**config.mk**
```make
export PLATFORM = sky130hd
export DESIGN_NAME = vga_scan_driver
export DESIGN_NICKNAME = d
export VERILOG_FILES = /design/src/rtl/vga_pkg.sv /design/src/rtl/vga_scan_counter.sv /design/src/rtl/vga_scan_driver.sv
export SDC_FILE = /design/constraint.sdc
export NUM_CORES = 1
export LEC_CHECK = 0
export ABC_AREA = 1
export CELL_PAD_IN_SITES_DETAIL_PLACEMENT = 0
export CELL_PAD_IN_SITES_GLOBAL_PLACEMENT = 2
export CORE_MARGIN = 2
export CORE_UTILIZATION = 27
export CTS_BUF_LIST = sky130_fd_sc_hd__clkbuf_16
export DETAILED_ROUTE_END_ITERATION = 6
export PLACE_DENSITY_LB_ADDON = 0.1
export SYNTH_ARGS = -nofsm -noshare
export SYNTH_HDL_FRONTEND = slang
export SYNTH_SLANG_ARGS = --single-unit
```
**constraint.sdc**
```tcl
create_clock -name clk_pixel -period 3.05 [get_ports clk_pixel]
set_input_delay 0.305 -clock clk_pixel [delete_from_list [all_inputs] [get_ports clk_pixel]]
set_output_delay 0.305 -clock clk_pixel [all_outputs]
set_load 0.02 [all_outputs]
```
**src/rtl/vga_pkg.sv**
```systemverilog
// vga_pkg: 640x480@60 timing constants, RRRGGGBB field positions and 8-to-24-bit colour expansion
package vga_pkg;
  localparam int H_ACTIVE = 640;
  localparam int H_FP     = 16;
  localparam int H_SYNC   = 96;
  localparam int H_BP     = 48;
  localparam int V_ACTIVE = 480;
  localparam int V_FP     = 10;
  localparam int V_SYNC   = 2;
  localparam int V_BP     = 33;
  localparam int H_TOTAL  = H_ACTIVE + H_FP + H_SYNC + H_BP;
  localparam int V_TOTAL  = V_ACTIVE + V_FP + V_SYNC + V_BP;
  localparam int R_MSB = 7;
  localparam int R_LSB = 5;
  localparam int G_MSB = 4;
  localparam int G_LSB = 2;
  localparam int B_MSB = 1;
  localparam int B_LSB = 0;
  typedef struct packed {
    logic [7:0] r;
    logic [7:0] g;
    logic [7:0] b;
  } rgb24_t;
  // Bit replication keeps full-scale codes at 0xFF and zero at 0x00 without arithmetic.
  function automatic rgb24_t expand(input logic [7:0] c);
    logic [2:0] r;
    logic [2:0] g;
    logic [1:0] b;
    rgb24_t o;
    r = c[R_MSB:R_LSB];
    g = c[G_MSB:G_LSB];
    b = c[B_MSB:B_LSB];
    o.r = {r, r, r[2:1]};
    o.g = {g, g, g[2:1]};
    o.b = {4{b}};
    return o;
  endfunction
endpackage

```
**src/rtl/vga_scan_counter.sv**
```systemverilog
// vga_scan_counter: horizontal/vertical scan counters with wrap and video_on
//   clk_pixel, reset_n (async active-low) -> h_cnt, v_cnt (0..total-1), video_on (comb)
module vga_scan_counter #(
  parameter int HA = 640,
  parameter int HT = 800,
  parameter int VA = 480,
  parameter int VT = 525
) (
  input  logic       clk_pixel,
  input  logic       reset_n,
  output logic [9:0] h_cnt,
  output logic [9:0] v_cnt,
  output logic       video_on
);
  logic h_wrap;
  logic v_wrap;
  assign h_wrap   = h_cnt == 10'(HT - 1);
  assign v_wrap   = v_cnt == 10'(VT - 1);
  assign video_on = h_cnt < 10'(HA) && v_cnt < 10'(VA);
  always_ff @(posedge clk_pixel or negedge reset_n)
    if (!reset_n) begin
      h_cnt <= '0;
      v_cnt <= '0;
    end else begin
      h_cnt <= h_wrap ? '0 : h_cnt + 10'd1;
      if (h_wrap) v_cnt <= v_wrap ? '0 : v_cnt + 10'd1;
    end
endmodule

```
**src/rtl/vga_scan_driver.sv**
```systemverilog
// vga_scan_driver: VGA scan, registered pin stage and per-frame game tick
//   in : clk_pixel, reset_n (async active-low), color_in[7:0] RRRGGGBB
//   out: pixel_x/pixel_y scan position, video_on, frame_tick,
//        vga_r/g/b, vga_hs/vga_vs (active low), vga_blank_n, vga_sync_n (0), vga_clk
module vga_scan_driver
  import vga_pkg::*;
#(
  parameter int HA = H_ACTIVE,
  parameter int HF = H_FP,
  parameter int HS = H_SYNC,
  parameter int HB = H_BP,
  parameter int VA = V_ACTIVE,
  parameter int VF = V_FP,
  parameter int VS = V_SYNC,
  parameter int VB = V_BP
) (
  input  logic       clk_pixel,
  input  logic       reset_n,
  input  logic [7:0] color_in,
  output logic [9:0] pixel_x,
  output logic [9:0] pixel_y,
  output logic       video_on,
  output logic       frame_tick,
  output logic [7:0] vga_r,
  output logic [7:0] vga_g,
  output logic [7:0] vga_b,
  output logic       vga_hs,
  output logic       vga_vs,
  output logic       vga_blank_n,
  output logic       vga_sync_n,
  output logic       vga_clk
);
  rgb24_t px;
  logic   hs_win;
  logic   vs_win;
  vga_scan_counter #(.HA(HA), .HT(HA + HF + HS + HB), .VA(VA), .VT(VA + VF + VS + VB)) u_cnt (
    .clk_pixel(clk_pixel),
    .reset_n  (reset_n),
    .h_cnt    (pixel_x),
    .v_cnt    (pixel_y),
    .video_on (video_on)
  );
  assign px         = expand(color_in);
  assign hs_win     = pixel_x >= 10'(HA + HF) && pixel_x < 10'(HA + HF + HS);
  assign vs_win     = pixel_y >= 10'(VA + VF) && pixel_y < 10'(VA + VF + VS);
  assign vga_sync_n = 1'b0;
  assign vga_clk    = clk_pixel;
  // All pins register from the same pre-edge count so they stay aligned one clock behind pixel_x/pixel_y.
  always_ff @(posedge clk_pixel or negedge reset_n)
    if (!reset_n) begin
      vga_r       <= '0;
      vga_g       <= '0;
      vga_b       <= '0;
      vga_hs      <= 1'b1;
      vga_vs      <= 1'b1;
      vga_blank_n <= 1'b0;
      frame_tick  <= 1'b0;
    end else begin
      vga_r       <= video_on ? px.r : '0;
      vga_g       <= video_on ? px.g : '0;
      vga_b       <= video_on ? px.b : '0;
      vga_hs      <= !hs_win;
      vga_vs      <= !vs_win;
      vga_blank_n <= video_on;
      frame_tick  <= pixel_x == '0 && pixel_y == 10'(VA);
    end
endmodule

```
Word-level counts from Yosys, hierarchy flattened

Index checks and enable logic that the tools add are counted.
Widths: inputs -> output; s select.

Magnitude comparators: 6
Multiplexer cells: 5
Eq/ne operators: 3
Reductions and logical operators: 7
$add $sub $neg: 2

Operators with widths:

| kind                  | number |
|---|---|
| $mux 8                | 3 |
| $add 10x1->10 const B | 2 |
| $eq 10x10->1 const B  | 2 |
| $lt 10x10->1 const B  | 2 |
| $lt 10x9->1 const B   | 2 |
| $mux 10               | 2 |
| $eq 10x9->1 const B   | 1 |
| $ge 10x10->1 const B  | 1 |
| $ge 10x9->1 const B   | 1 |
| $logic_not 10->1      | 1 |
| $logic_and 1x1->1     | 4 |
| $logic_not 1->1       | 2 |

Output and inout port bits: 51
Logic and storage cells: 32
Register bits after elaboration: 48
Input bits: 10

Logic depth before layout (Yosys ltp)

Gate-level depths: netlist of the first run.

Word-level depth: 3
Mapped depth: 8
Gate-level depth less buffers: 8

By module

From an unflattened synthesis of the first run, not the netlist that was laid out.

Cell total of the unflattened synthesis: 224
Area total of the unflattened synthesis: 1781.7 µm²

Modules (own cells, without submodules):

| module           | instances | area an instance (µm²) | cells an instance |
|---|---|---|---|
| vga_scan_counter | 1         | 1131.1                 | 143 |
| vga_scan_driver  | 1         | 650.6                  | 81 |

==> results.env, run 1 <==
SYNTH_TOP_CELL_BY_AREA='sky130_fd_sc_hd__dfrtp_1'
PLACE.GP.CONGESTION=0.7556
AVGROUTEDWIREPERCELL_UM=12.74
COMBPWRFRAC=0.061
GRT_SETUP_UNREPAIRED='false'
SETUP_VIOL_COUNT_FINAL=0
POST_SYNTH_AND_OR_NAND_NOR_AREA_FRACTION=0.2573
STATUS='completed'
NETLIST_INSTANCES=211
FIN_WORST_SKEW_NS=0.003047
LAYOUT-AREA-OVERHEAD-VS-SYNTH_PCT=44.80
HOLD_VIOL_FINAL=0
CLOCK_LATENCY_REPORTED_FOR_THE_LATE_SIDE_OF_THE_WORST_SKEW_PAIR_NS=0.38
TIMING.RR.START='u_cnt.h_cnt[0]$_DFF_PN0_'
CRIT_FANOUT=2
NUMBER_OF_STORAGE_ELEMENTS_IN_THE_SYNTHESIS_NETLIST=32
FLOORPLAN.IO_PINS=61
INITIAL_UTILIZATION=0.2765
CELL_AREA_SYNTH_MM2=0.001745
CRITICAL_PATH_CLASS='clock port to output port'
TIGHTESTPINTRANSITION_NS=0.5012
SYNTH_COMPOUND_GATE_AREA_SHARE=0.04659
DRT-INITIAL-DRC-COUNT=43
DRC_ERRORS=0
SYN_NETS=226
POST_CTS_RESIZE_COUNT=0
STD_CELL_ROWS=29
HOLD_SLACK_NS=0.2594
LAYOUT.NETS=276
SEQUENTIAL_ELEMENT_SHARE_OF_THE_SYNTHESIZED_AREA=0.4602
GRT_ANTENNA_BEFORE_REPAIR=0
STARTPOINT_TYPE='clock port'
TIMING.MAX_CAP.VIOLATIONS=0
SW_FRAC_OF_TOTAL=0.2052
ROUTE.ANTENNA.REMAINING_NETS=0
SHARE_OF_SYNTHESIZED_CELL_AREA_IN_FULL_ADDER_HALF_ADDER_AND_MAJORITY_CELLS=0.03584
CRIT_ARRIVAL_NS=2.29
POWER.SEQUENTIAL.FRACTION=0.332
POST_SYNTH_EDFFS=0
VIAS_PER_CELL=4.381
DIE-WIDTH_UM=84.40
P_LEAK_nW=1.122
SLEW_MARGIN_REL=0.6648
PLACEABLECOREAREA_MM2=0.006314
POST-DP-HPWL_MM=3.220
CTS_SETUP_BUFFERS=0
FIRST_PASS_GRT_WIRE_LENGTH_MM=7.307
GRT_PASS1_VIAS=1483
TIMING.CRITICAL_PATH.TO_TYPE='output port'
CLKPWRFRAC=0.607
FINAL_MAX_SLEW_VIOL_COUNT=0
CELLPOWERDENSITY_mW_PER_MM2=517.7
CLOCK_TREE_FROM_TRITONCTS='done'
YOSYS.AREA_SHARE.XOR_XNOR=0.04014
ASYNCSETRESETFLOPFRACSYNTH=1.000
DIE-HEIGHT_UM=84.40
VIAS=1485
POWER_REPORT.INTERNAL_TOTAL_mW=1.040
CRIT_PATH_START='clk_pixel'
LAYOUT.FILLER_CELLS=661
DPL.CELL_COUNT=328
POST_SYNTH_MAIN_AREA_CONTRIBUTORS='sky130_fd_sc_hd__dfrtp_1 43%, sky130_fd_sc_hd__buf_4 7.7%, sky130_fd_sc_hd__nand2_1 7.7%'
YOSYS_MOST_USED_DFF='sky130_fd_sc_hd__dfrtp_1'
YOSYS_WARNINGS=0
AVERAGE_SIZE_OF_A_MAPPED_CELL_UM2=8.272
DOMINANT_COMBINATIONAL_CELL_FAMILY_BY_AREA_AFTER_SYNTHESIS='simple AND/OR/NAND/NOR gates'
PEAK_SUPPLY_DROP_V=0.0002953
GRT_OVERFLOW_TOTAL=0
TOTAL_SWITCHING_POWER_uW=268.5
FIRST_PASS_ITERS=4
FP.DIEAREA_MM2=0.007123
HP-CLASS='primary input to asynchronous set/reset pin'
FINAL-SEQ-AREA_UM2=803.3
YS_TYPES=27
TNS_NS=0
WORST-ENDPOINT-REQUIRED_NS=2.74
NUM_ANTENNA_CELLS=0
HOLDBUFCOUNTCTS=0
FINAL_CELLS=339
SYNTH.MUX.AREA_FRACTION=0
ROUTED_WL_MM=4.320
TOP_CELL_TYPE_S_SHARE_OF_SYNTHESIZED_AREA=0.4301
MULTI_INPUT_COMB_AREA_UM2=666.9
GRT.TOTAL_USAGE=0.1332
WORST_SETUP_HOLD_PATH_CLK_SLEW_NS=0.05
LAYOUT_CELL_SHARE_WITH_DRIVE_STRENGTH_BEYOND_1=0.08015
GRT_START_MAX_NET_PINS=23
IO_BUFFER_COUNT=59
[stage by stage]
step	util	power, mW	setup slack (ns)	area, um2
after detailed placement	0.3625	0.5671	0.7115	2288
after CTS	0.4003	1.332	0.4287	2527
after floorplan	-	0.5230	1.086	1745
after global placement	0.3625	0.5671	0.7115	2288
after global routing	0.4003	1.362	0.2896	2527
final	0.4003	1.308	0.4501	2527
[layout by cell type, fill, tap and decap left out, types with 2 or more instances in the layout]
cell type / n
sky130_fd_sc_hd__clkdlybuf4s50_1: 59
sky130_fd_sc_hd__dfstp_2: 2
sky130_fd_sc_hd__clkbuf_16: 8
sky130_fd_sc_hd__nor2_4: 2
sky130_fd_sc_hd__nand2_1: 36
sky130_fd_sc_hd__inv_1: 33
sky130_fd_sc_hd__o21ai_1: 2
sky130_fd_sc_hd__nand4_1: 3
sky130_fd_sc_hd__xor2_1: 8
sky130_fd_sc_hd__a21oi_1: 3
sky130_fd_sc_hd__nand3_1: 16
sky130_fd_sc_hd__dfrtp_1: 30
sky130_fd_sc_hd__ha_1: 5
sky130_fd_sc_hd__nor3_1: 7
sky130_fd_sc_hd__o21ai_0: 8
sky130_fd_sc_hd__nand4_2: 2
sky130_fd_sc_hd__nor2_1: 26
[path summary, 6_finish.rpt]
| check | end | slack, ns | depth (start not counted) |
|---|---|---|---|
| max in group asynchronous | vga_vs$_DFF_PN1_ | 2.05 | 2 |
| min in group clk_pixel | vga_r[6]$_DFF_PN0_ | 0.44 | 3 |
| hold / removal | vga_r[5]$_DFF_PN0_ | 0.26 | 1 |
| setup reg to reg | u_cnt.v_cnt[4]$_DFFE_PN0N_ | 1.36 | 8 |
| setup / recovery | vga_clk | 0.45 | 3 |
| hold reg to reg | u_cnt.h_cnt[6]$_DFF_PN0_ | 0.58 | 2 |
[state kept, by name, summed over array words and instances, names as in the netlist]
register / cells
frame_tick: 1
u_cnt.h_cnt: 10
u_cnt.v_cnt: 10
vga_b: 2
vga_blank_n: 1
vga_g: 3
vga_hs: 1
vga_r: 3
vga_vs: 1
[metal layers]
| metal | wire length, um | up-vias | global-route usage |
|---|---|---|---|
| met5 | 0 | - | 0 |
| met4 | 57 | 0 | 0.05195 |
| met3 | 276 | 6 | 0.06195 |
| met2 | 1935 | 47 | 0.1984 |
| met1 | 2051 | 691 | 0.1683 |
| li1 | - | 741 | - |
[cell usage after synthesis (3+ instances only)]
master                    count
sky130_fd_sc_hd__buf_4       18
sky130_fd_sc_hd__ha_1         5
sky130_fd_sc_hd__dfrtp_1     30
sky130_fd_sc_hd__nor3_1       7
sky130_fd_sc_hd__xor2_1       8
sky130_fd_sc_hd__nand2_1     36
sky130_fd_sc_hd__o21ai_0      8
sky130_fd_sc_hd__a21oi_1      3
sky130_fd_sc_hd__inv_1       32
sky130_fd_sc_hd__nor2_1      26
sky130_fd_sc_hd__nand3_1     16
sky130_fd_sc_hd__nand4_1      3
[power by group through the flow]
stage,registers (mW),clock network (mW),logic (mW)
after detailed placement,0.442,0.0440,0.0810
after CTS,0.435,0.817,0.0812
final,0.435,0.794,0.0795
after global routing,0.435,0.842,0.0850
after global placement,0.442,0.0440,0.0814
after floorplan,0.448,0.0383,0.0362
[cell families after synthesis]
group                      count (synthesis)
AOI/OAI and AO/OA                         15
adders and majority gates                  5
DFF                                       32
other                                      1
xor gates and xnor gates                   8
and+or+nand+nor                           97
buffers and inverters                     53
[layout make-up]
| type | instances | share of cell area |
|---|---|---|
| clock inverters | 3 | 0.01535 |
| flip-flops and latches | 32 | 0.3178 |
| multi-input cells | 126 | 0.2639 |
| inverters | 33 | 0.04901 |
| repair buffers | 59 | 0.2327 |
| well taps | 77 | 0.03812 |
| clock buffers | 9 | 0.08317 |
[critical path: stages]
cell and delay [ns]:
sky130_fd_sc_hd__clkbuf_16 0.12, sky130_fd_sc_hd__clkbuf_16 0.13, sky130_fd_sc_hd__clkdlybuf4s50_1 0.52
No activity file was read; power rests on OpenSTA's default activity.
==> inputs of run 2 (changes only) <==
--- a/config.mk
+++ b/config.mk
@@ -5,11 +5,10 @@
 export SDC_FILE = /design/constraint.sdc
 export NUM_CORES = 1
 export LEC_CHECK = 0
-export ABC_AREA = 1
 export CELL_PAD_IN_SITES_DETAIL_PLACEMENT = 0
 export CELL_PAD_IN_SITES_GLOBAL_PLACEMENT = 2
 export CORE_MARGIN = 2
-export CORE_UTILIZATION = 27
+export CORE_UTILIZATION = 28
 export CTS_BUF_LIST = sky130_fd_sc_hd__clkbuf_16
 export DETAILED_ROUTE_END_ITERATION = 6
 export PLACE_DENSITY_LB_ADDON = 0.1
==> run 2 against run 1 <==
Against the previous run:
- wire length down 11%
- power down 7.6%
- via count down 14%
- sequential share of layout area up 2.2 points
- sequential cell count unchanged
==> results.env, run 2 <==
WORST_SETUP_HOLD_PATH_CLK_SLEW_NS=0.05  # about the same
NUMBER_OF_STORAGE_ELEMENTS_IN_THE_SYNTHESIS_NETLIST=32  # unchanged
TIMING.MAX_CAP.VIOLATIONS=0  # unchanged
CLOCK_TREE_FROM_TRITONCTS='done'  # unchanged
DRC_ERRORS=0  # unchanged
SLOWEST_STAGE='sky130_fd_sc_hd__clkdlybuf4s50_1'  # unchanged
YOSYSMOSTFREQUENTCELL='sky130_fd_sc_hd__dfrtp_1'  # was sky130_fd_sc_hd__nand2_1
CRIT_PATH_START='clk_pixel'  # unchanged
SYNTH_TOP_CELL_BY_AREA='sky130_fd_sc_hd__dfrtp_1'  # unchanged
SETUP_VIOL_COUNT_FINAL=0  # unchanged
PLACEDINSTANCEAREA_MM2=0.002155  # was 0.002288 mm2
GLOBAL_ROUTE.PEAK_USAGE_LAYER='met2'  # unchanged
DIE-WIDTH_UM=80.34  # was 84.40 um
DRT-INITIAL-DRC-COUNT=67  # was 43
GRT.MET3_USAGE=0.05169  # was 0.06195
FINAL_AREA_MM2=0.002366  # was 0.002527 mm2
CLOCK_LATENCY_REPORTED_FOR_THE_LATE_SIDE_OF_THE_WORST_SKEW_PAIR_NS=0.39  # was 0.38 ns
IO_BUFFER_COUNT=59  # unchanged
NETLIST_INSTANCES=149  # was 211
LAYOUT.CELLS.MOST_COMMON='sky130_fd_sc_hd__clkdlybuf4s50_1'  # unchanged
FIRST_PASS_ITERS=4  # unchanged
TOP_CELL_TYPE_S_SHARE_OF_SYNTHESIZED_AREA=0.4601  # was 0.4301
POST_SYNTH_MAIN_AREA_CONTRIBUTORS='sky130_fd_sc_hd__dfrtp_1 46%, sky130_fd_sc_hd__buf_4 8.3%, sky130_fd_sc_hd__ha_1 3.8%'  # was sky130_fd_sc_hd__dfrtp_1 43%, sky130_fd_sc_hd__buf_4 7.7%, sky130_fd_sc_hd__nand2_1 7.7%
LAYOUT.FILLER_CELLS=544  # was 661
LAYOUT_CELL_SHARE_WITH_DRIVE_STRENGTH_BEYOND_1=0.1212  # was 0.08015
FIN_WORST_SKEW_NS=0.01040  # was 0.003047 ns
POST-ROUTE-WORST-SETUP-SLACK_NS=0.4495  # was 0.4501 ns
CRITICAL_PATH_CLASS='clock port to output port'  # unchanged
LAYOUT-AREA-OVERHEAD-VS-SYNTH_PCT=45.02  # was 44.80%
CRIT_PATH_FREQUENT_CELL='sky130_fd_sc_hd__clkbuf_16'  # unchanged
FLOORPLAN.IO_PINS=61  # unchanged
POST_CTS_RESIZE_COUNT=0  # unchanged
POST-DP-HPWL_MM=2.661  # was 3.220 mm
VIAS_PER_CELL=4.707  # was 4.381
GRT.TOTAL_USAGE=0.1314  # was 0.1332
TIMING.CRITICAL_PATH.TO_TYPE='output port'  # unchanged
YOSYS_MOST_USED_DFF='sky130_fd_sc_hd__dfrtp_1'  # unchanged
TIMING.RR.START='u_cnt.v_cnt[0]$_DFFE_PN0N_'  # was u_cnt.h_cnt[0]$_DFF_PN0_
USE_MET2=0.1858  # was 0.1984
TNS_NS=0  # unchanged
CRIT_PATH_CELL_TRACE='clkbuf_16, clkbuf_16, clkdlybuf4s50_1'  # unchanged
CTS_SETUP_BUFFERS=0  # unchanged
CRIT_ARRIVAL_NS=2.30  # was 2.29 ns
STARTPOINT_TYPE='clock port'  # unchanged
CRIT_FANOUT=2  # unchanged
STD_CELL_ROWS=27  # was 29
WORST-ENDPOINT-REQUIRED_NS=2.74  # about the same
YOSYS_WARNINGS=0  # unchanged
TIGHTESTPINTRANSITION_NS=0.5344  # was 0.5012 ns
CELL_AREA_SYNTH_MM2=0.001632  # was 0.001745 mm2
LAYOUT.NETS=212  # was 276
TIMING.CRITICAL_PATH.SLOWEST_CELL_DELAY_NS=0.53  # was 0.52 ns
AVGROUTEDWIREPERCELL_UM=14.31  # was 12.74 um
TOP_REGS='u_cnt.h_cnt x10, u_cnt.v_cnt x10'  # unchanged
HOLD_SLACK_NS=0.3205  # was 0.2594 ns
VIAS=1271  # was 1,485
GRT_PASS1_VIAS=1239  # was 1,483
WORST_R2R_PATH_DEPTH=6  # was 8
HOLD_VIOL_FINAL=0  # unchanged
P_LEAK_nW=1.010  # was 1.122 nW
STATUS='completed'  # unchanged
LEADING_CELL_TYPES_IN_THE_LAYOUT_FILL_AND_TAPS_EXCLUDED='59 x sky130_fd_sc_hd__clkdlybuf4s50_1, 30 x sky130_fd_sc_hd__dfrtp_1, 11 x sky130_fd_sc_hd__nor2_1, 9 x sky130_fd_sc_hd__inv_1'  # was 59 x sky130_fd_sc_hd__clkdlybuf4s50_1, 36 x sky130_fd_sc_hd__nand2_1, 33 x sky130_fd_sc_hd__inv_1, 30 x sky130_fd_sc_hd__dfrtp_1, 26 x sky130_fd_sc_hd__nor2_1
YS_TYPES=40  # was 27
NUM_ANTENNA_CELLS=0  # unchanged
SYNTH_TOP_CELLS_BY_COUNT='30 x sky130_fd_sc_hd__dfrtp_1, 18 x sky130_fd_sc_hd__buf_4, 11 x sky130_fd_sc_hd__nor2_1'  # was 36 x sky130_fd_sc_hd__nand2_1, 32 x sky130_fd_sc_hd__inv_1, 30 x sky130_fd_sc_hd__dfrtp_1
DP_WORST_SETUP_SLACK_NS=0.7115  # unchanged
ROUTED_WL_MM=3.864  # was 4.320 mm
HP-CLASS='primary input to asynchronous set/reset pin'  # unchanged
FP.DIEAREA_MM2=0.006454  # was 0.007123 mm2
SLEW_MARGIN_REL=0.6408  # was 0.6648
ROUTE.ANTENNA.REMAINING_NETS=0  # unchanged
ASYNCSETRESETFLOPFRACSYNTH=1.000  # unchanged
DIE-HEIGHT_UM=80.34  # was 84.40 um
HOLDBUFCOUNTCTS=0  # unchanged
GRT_OVERFLOW_TOTAL=0  # unchanged
PLACEABLECOREAREA_MM2=0.005574  # was 0.006314 mm2
GRT_START_MAX_NET_PINS=33  # was 23
AVERAGE_SIZE_OF_A_MAPPED_CELL_UM2=10.95  # was 8.272 um2
SYN_NETS=164  # was 226
GR-USAGE-MET1=0.1690  # was 0.1683
INITIAL_UTILIZATION=0.2927  # was 0.2765
SEQUENTIAL_ELEMENT_SHARE_OF_THE_SYNTHESIZED_AREA=0.4923  # was 0.4602
FIRST_PASS_GRT_WIRE_LENGTH_MM=6.251  # was 7.307 mm
POST_SYNTH_EDFFS=0  # unchanged
GRT_ANTENNA_BEFORE_REPAIR=0  # unchanged
CELLPOWERDENSITY_mW_PER_MM2=511.0  # was 517.7 mW/mm2
FINAL_MAX_SLEW_VIOL_COUNT=0  # unchanged
GRT_SETUP_UNREPAIRED='false'  # unchanged
PEAK_SUPPLY_DROP_V=0.0002523  # was 0.0002953 V
PLACE.GP.CONGESTION=0.7561  # was 0.7556
[run 2: cell count changes after synthesis, sizes merged, moves of 9 or more]
| cell | change |
|---|---|
| nand3 | -10 |
| nand2 | -33 |
| and2 | +9 |
| nor2 | -18 |
| inv | -26 |
[run 2: cells by family (layout without fill, tap and decap cells)]
kind of cell,count (synthesis),after routing,share of synthesized area
simple gates,57,57,0.2262
other cells,1,1,0.002298
fa+ha+maj,5,5,0.03834
mux,2,2,0.01380
buf+inv,29,78,0.1173
compound gates,13,13,0.05598
flops,32,32,0.4923
xor+xnor,10,10,0.05368
[run 2: critical path: cells and delay by family]
family / cells / cell delay, ns
buffers and inverters: 3 / 0.77
[run 2: layout make-up]
class / instances / area (um2) / area share
clock buffer: 9 / 210.2 / 0.08884
sequential: 32 / 803.3 / 0.3395
inverter: 7 / 26.28 / 0.01111
tap: 72 / 90.09 / 0.03808
multi-input combinational: 88 / 636.9 / 0.2692
clock inverter: 3 / 11.26 / 0.004759
timing repair buffer: 59 / 588.1 / 0.2485
[run 2: path summary, 6_finish.rpt]
| path | end | slack, ns |
|---|---|---|
| max in group asynchronous | vga_hs$_DFF_PN1_ | 2.39 |
| worst max-delay path | vga_clk | 0.45 |
| min in group clk_pixel | vga_b[5]$_DFF_PN0_ | 0.49 |
| worst min-delay path | u_cnt.h_cnt[2]$_DFF_PN0_ | 0.32 |
| worst max register to register | u_cnt.v_cnt[3]$_DFFE_PN0N_ | 1.06 |
| worst min register to register | u_cnt.v_cnt[6]$_DFFE_PN0N_ | 0.54 |
[run 2: routing by layer]
metal  wire length (um)  vias up
met5                  0        -
met4                 55        0
met3                296        6
met2               1749       51
met1               1762      616
li1                   -      598
[run 2: power by group]
group          leakage, nW  total, mW  switching, mW  internal (mW)
sequential           0.402      0.434        0.00361          0.431
combinational        0.494     0.0784         0.0383         0.0401
clock                0.115      0.696          0.214          0.482
[run 2: through the flow]
stage	utilization	instances	power [mW]
detailed placement	0.3865	259	0.5652
CTS	0.4245	270	1.229
floorplan	-	149	0.5222
global route	0.4245	270	1.257
finish	0.4245	270	1.209
global placement	0.3865	259	0.5654
==> inputs of run 3 (changes only) <==
==> config.mk (replaced) <==
export PLATFORM = sky130hd
export DESIGN_NAME = vga_scan_driver
export DESIGN_NICKNAME = d
export VERILOG_FILES = /design/src/rtl/vga_pkg.sv /design/src/rtl/vga_scan_counter.sv /design/src/rtl/vga_scan_driver.sv
export SDC_FILE = /design/constraint.sdc
export NUM_CORES = 1
export LEC_CHECK = 0
export CORE_MARGIN = 2
export CORE_UTILIZATION = 47
export DETAILED_ROUTE_END_ITERATION = 6
export PLACE_DENSITY_LB_ADDON = 0.1
export REMOVE_ABC_BUFFERS = 1
export SYNTH_ARGS = -nofsm -noshare
export SYNTH_HDL_FRONTEND = slang
export SYNTH_SLANG_ARGS = --single-unit
==> run 3 against run 2 <==
Against the previous run:
- hold slack got worse by 0.062 ns
- cell count fell by 9.6%
- die area fell by 39%
- power fell by 29%
- design area fell by 6.9%
- combinational power barely moved
- via count fell by 1.3%
- sequential cell count did not move
- clock-buffer cell count rose by 3
- clock skew fell by 0.0018 ns
- critical path depth did not move
- register-to-register slack improved by 0.05 ns
- critical path type unchanged
==> results.env, run 3 (synthesis gave the netlist of run 2 again) <==
GRT.MET3_USAGE=0.06126  # was 0.05169
SLEW_MARGIN_REL=0.6445  # was 0.6408
ROUTED_WL_MM=3.404  # was 3.864 mm
WORST_R2R_PATH_DEPTH=6  # unchanged
SLOWEST_STAGE='sky130_fd_sc_hd__clkdlybuf4s50_1'  # unchanged
FIN_WORST_SKEW_NS=0.008594  # was 0.01040 ns
STATUS='completed'  # unchanged
LAYOUT.FILLER_CELLS=270  # was 544
FLOORPLAN.IO_PINS=61  # unchanged
TOP_REGS='u_cnt.h_cnt x10, u_cnt.v_cnt x10'  # unchanged
NUM_ANTENNA_CELLS=0  # unchanged
FP.DIEAREA_MM2=0.003959  # was 0.006454 mm2
FINAL_CELLS=244  # was 270
VIAS_PER_CELL=5.139  # was 4.707
LAYOUT.NETS=212  # unchanged
LEADING_CELL_TYPES_IN_THE_LAYOUT_FILL_AND_TAPS_EXCLUDED='59 x sky130_fd_sc_hd__clkdlybuf4s50_1, 30 x sky130_fd_sc_hd__dfrtp_1, 11 x sky130_fd_sc_hd__nor2_1, 8 x sky130_fd_sc_hd__and2_1, 8 x sky130_fd_sc_hd__clkbuf_4'  # was 59 x sky130_fd_sc_hd__clkdlybuf4s50_1, 30 x sky130_fd_sc_hd__dfrtp_1, 11 x sky130_fd_sc_hd__nor2_1, 9 x sky130_fd_sc_hd__inv_1
LAYOUT_CELL_SHARE_WITH_DRIVE_STRENGTH_BEYOND_1=0.1263  # was 0.1212
SETUP_VIOL_COUNT_FINAL=0  # unchanged
HOLDBUFCOUNTCTS=0  # unchanged
WORST-ENDPOINT-REQUIRED_NS=2.74  # about the same
GRT_SETUP_UNREPAIRED='false'  # unchanged
CLOCK_TREE_FROM_TRITONCTS='done'  # unchanged
FINAL_MAX_SLEW_VIOL_COUNT=0  # unchanged
GRT_OVERFLOW_TOTAL=0  # unchanged
TNS_NS=0  # unchanged
POST-DP-HPWL_MM=2.523  # was 2.661 mm
CRIT_FANOUT=2  # unchanged
GLOBAL_ROUTE.PEAK_USAGE_LAYER='met2'  # unchanged
P_LEAK_nW=0.9459  # was 1.010 nW
USE_MET2=0.3072  # was 0.1858
FIRST_PASS_GRT_WIRE_LENGTH_MM=5.940  # was 6.251 mm
GRT_ANTENNA_BEFORE_REPAIR=0  # unchanged
DIE-HEIGHT_UM=62.92  # was 80.34 um
DRT-INITIAL-DRC-COUNT=35  # was 67
PEAK_SUPPLY_DROP_V=0.0003152  # was 0.0002523 V
HP-CLASS='primary input to asynchronous set/reset pin'  # unchanged
DIE-WIDTH_UM=62.92  # was 80.34 um
TIMING.CRITICAL_PATH.TO_TYPE='output port'  # unchanged
FIRST_PASS_ITERS=4  # unchanged
ROUTE.ANTENNA.REMAINING_NETS=0  # unchanged
VIAS=1254  # was 1,271
PLACEDINSTANCEAREA_MM2=0.002122  # was 0.002155 mm2
TIMING.MAX_CAP.VIOLATIONS=0  # unchanged
DP_WORST_SETUP_SLACK_NS=0.7115  # unchanged
DRC_ERRORS=0  # unchanged
STARTPOINT_TYPE='clock port'  # unchanged
LAYOUT-AREA-OVERHEAD-VS-SYNTH_PCT=35.05  # was 45.02%
TIMING.CRITICAL_PATH.SLOWEST_CELL_DELAY_NS=0.53  # about the same
DPL.CELL_COUNT=233  # was 259
PLACE.GP.CONGESTION=0.7805  # was 0.7561
AVGROUTEDWIREPERCELL_UM=13.95  # was 14.31 um
GRT_START_MAX_NET_PINS=33  # unchanged
STD_CELL_ROWS=21  # was 27
CELLPOWERDENSITY_mW_PER_MM2=388.7  # was 511.0 mW/mm2
CTS_SETUP_BUFFERS=0  # unchanged
CRIT_PATH_CELL_TRACE='clkbuf_4, clkbuf_4, clkdlybuf4s50_1'  # was clkbuf_16, clkbuf_16, clkdlybuf4s50_1
IO_BUFFER_COUNT=59  # unchanged
TOTAL_POWER_uW=856.5  # was 1.209 mW
CRIT_ARRIVAL_NS=2.28  # was 2.30 ns
GR-USAGE-MET1=0.2444  # was 0.1690
POST-ROUTE-WORST-SETUP-SLACK_NS=0.4687  # was 0.4495 ns
CRIT_PATH_FREQUENT_CELL='sky130_fd_sc_hd__clkbuf_4'  # was sky130_fd_sc_hd__clkbuf_16
GRT.TOTAL_USAGE=0.1969  # was 0.1314
GRT_PASS1_VIAS=1204  # was 1,239
POST_CTS_RESIZE_COUNT=0  # unchanged
INITIAL_UTILIZATION=0.4889  # was 0.2927
TIGHTESTPINTRANSITION_NS=0.5288  # was 0.5344 ns
HOLD_VIOL_FINAL=0  # unchanged
CRITICAL_PATH_CLASS='clock port to output port'  # unchanged
PLACEABLECOREAREA_MM2=0.003337  # was 0.005574 mm2
WORST_SETUP_HOLD_PATH_CLK_SLEW_NS=0.10  # was 0.05 ns
FINAL_AREA_MM2=0.002203  # was 0.002366 mm2
CLOCK_LATENCY_REPORTED_FOR_THE_LATE_SIDE_OF_THE_WORST_SKEW_PAIR_NS=0.44  # was 0.39 ns
LAYOUT.CELLS.MOST_COMMON='sky130_fd_sc_hd__clkdlybuf4s50_1'  # unchanged
[run 3: worst max-delay path: cells and delay by family]
family,cells,cell delay (ns)
buffers and inverters,3,0.76
[run 3: layout make-up]
type | count | area [um2] | share of cell area
Sequential cell | 32 | 803.3 | 0.3646
Multi-Input combinational cell | 88 | 636.9 | 0.2890
Timing Repair Buffer | 59 | 588.1 | 0.2669
Clock buffer | 12 | 91.34 | 0.04145
Tap cell | 46 | 57.56 | 0.02612
Inverter | 7 | 26.28 | 0.01193
[run 3: final timing paths]
check,end,slack [ns],startpoint
setup / recovery,vga_clk,0.47,clk_pixel
hold / removal,u_cnt.h_cnt[2]$_DFF_PN0_,0.26,reset_n
setup reg to reg,u_cnt.v_cnt[3]$_DFFE_PN0N_,1.11,u_cnt.v_cnt[0]$_DFFE_PN0N_
hold reg to reg,u_cnt.v_cnt[6]$_DFFE_PN0N_,0.55,u_cnt.v_cnt[6]$_DFFE_PN0N_
max in group asynchronous,vga_vs$_DFF_PN1_,2.47,reset_n
min in group clk_pixel,vga_r[6]$_DFF_PN0_,0.42,color_in[6]
[run 3: power by group]
group	switching, mW	internal, mW	total [mW]	leakage [nW]
logic	0.0381	0.0400	0.0781	0.494
registers	0.00375	0.429	0.433	0.402
clock network	0.166	0.179	0.345	0.0503
[run 3: per-layer routing]
layer	vias to the layer above	part of all wire
met1	601	0.45
met2	50	0.46
met3	5	0.075
met4	0	0.013
li1	598	-
met5	-	0
[run 3: stage by stage]
stage / utilization / hold slack [ns]
global placement: 0.6359 / 0.5153
floorplan: - / 0.009409
finish: 0.6603 / 0.2582
CTS: 0.6603 / 0.2578
detailed placement: 0.6359 / 0.5273
global route: 0.6603 / 0.2931
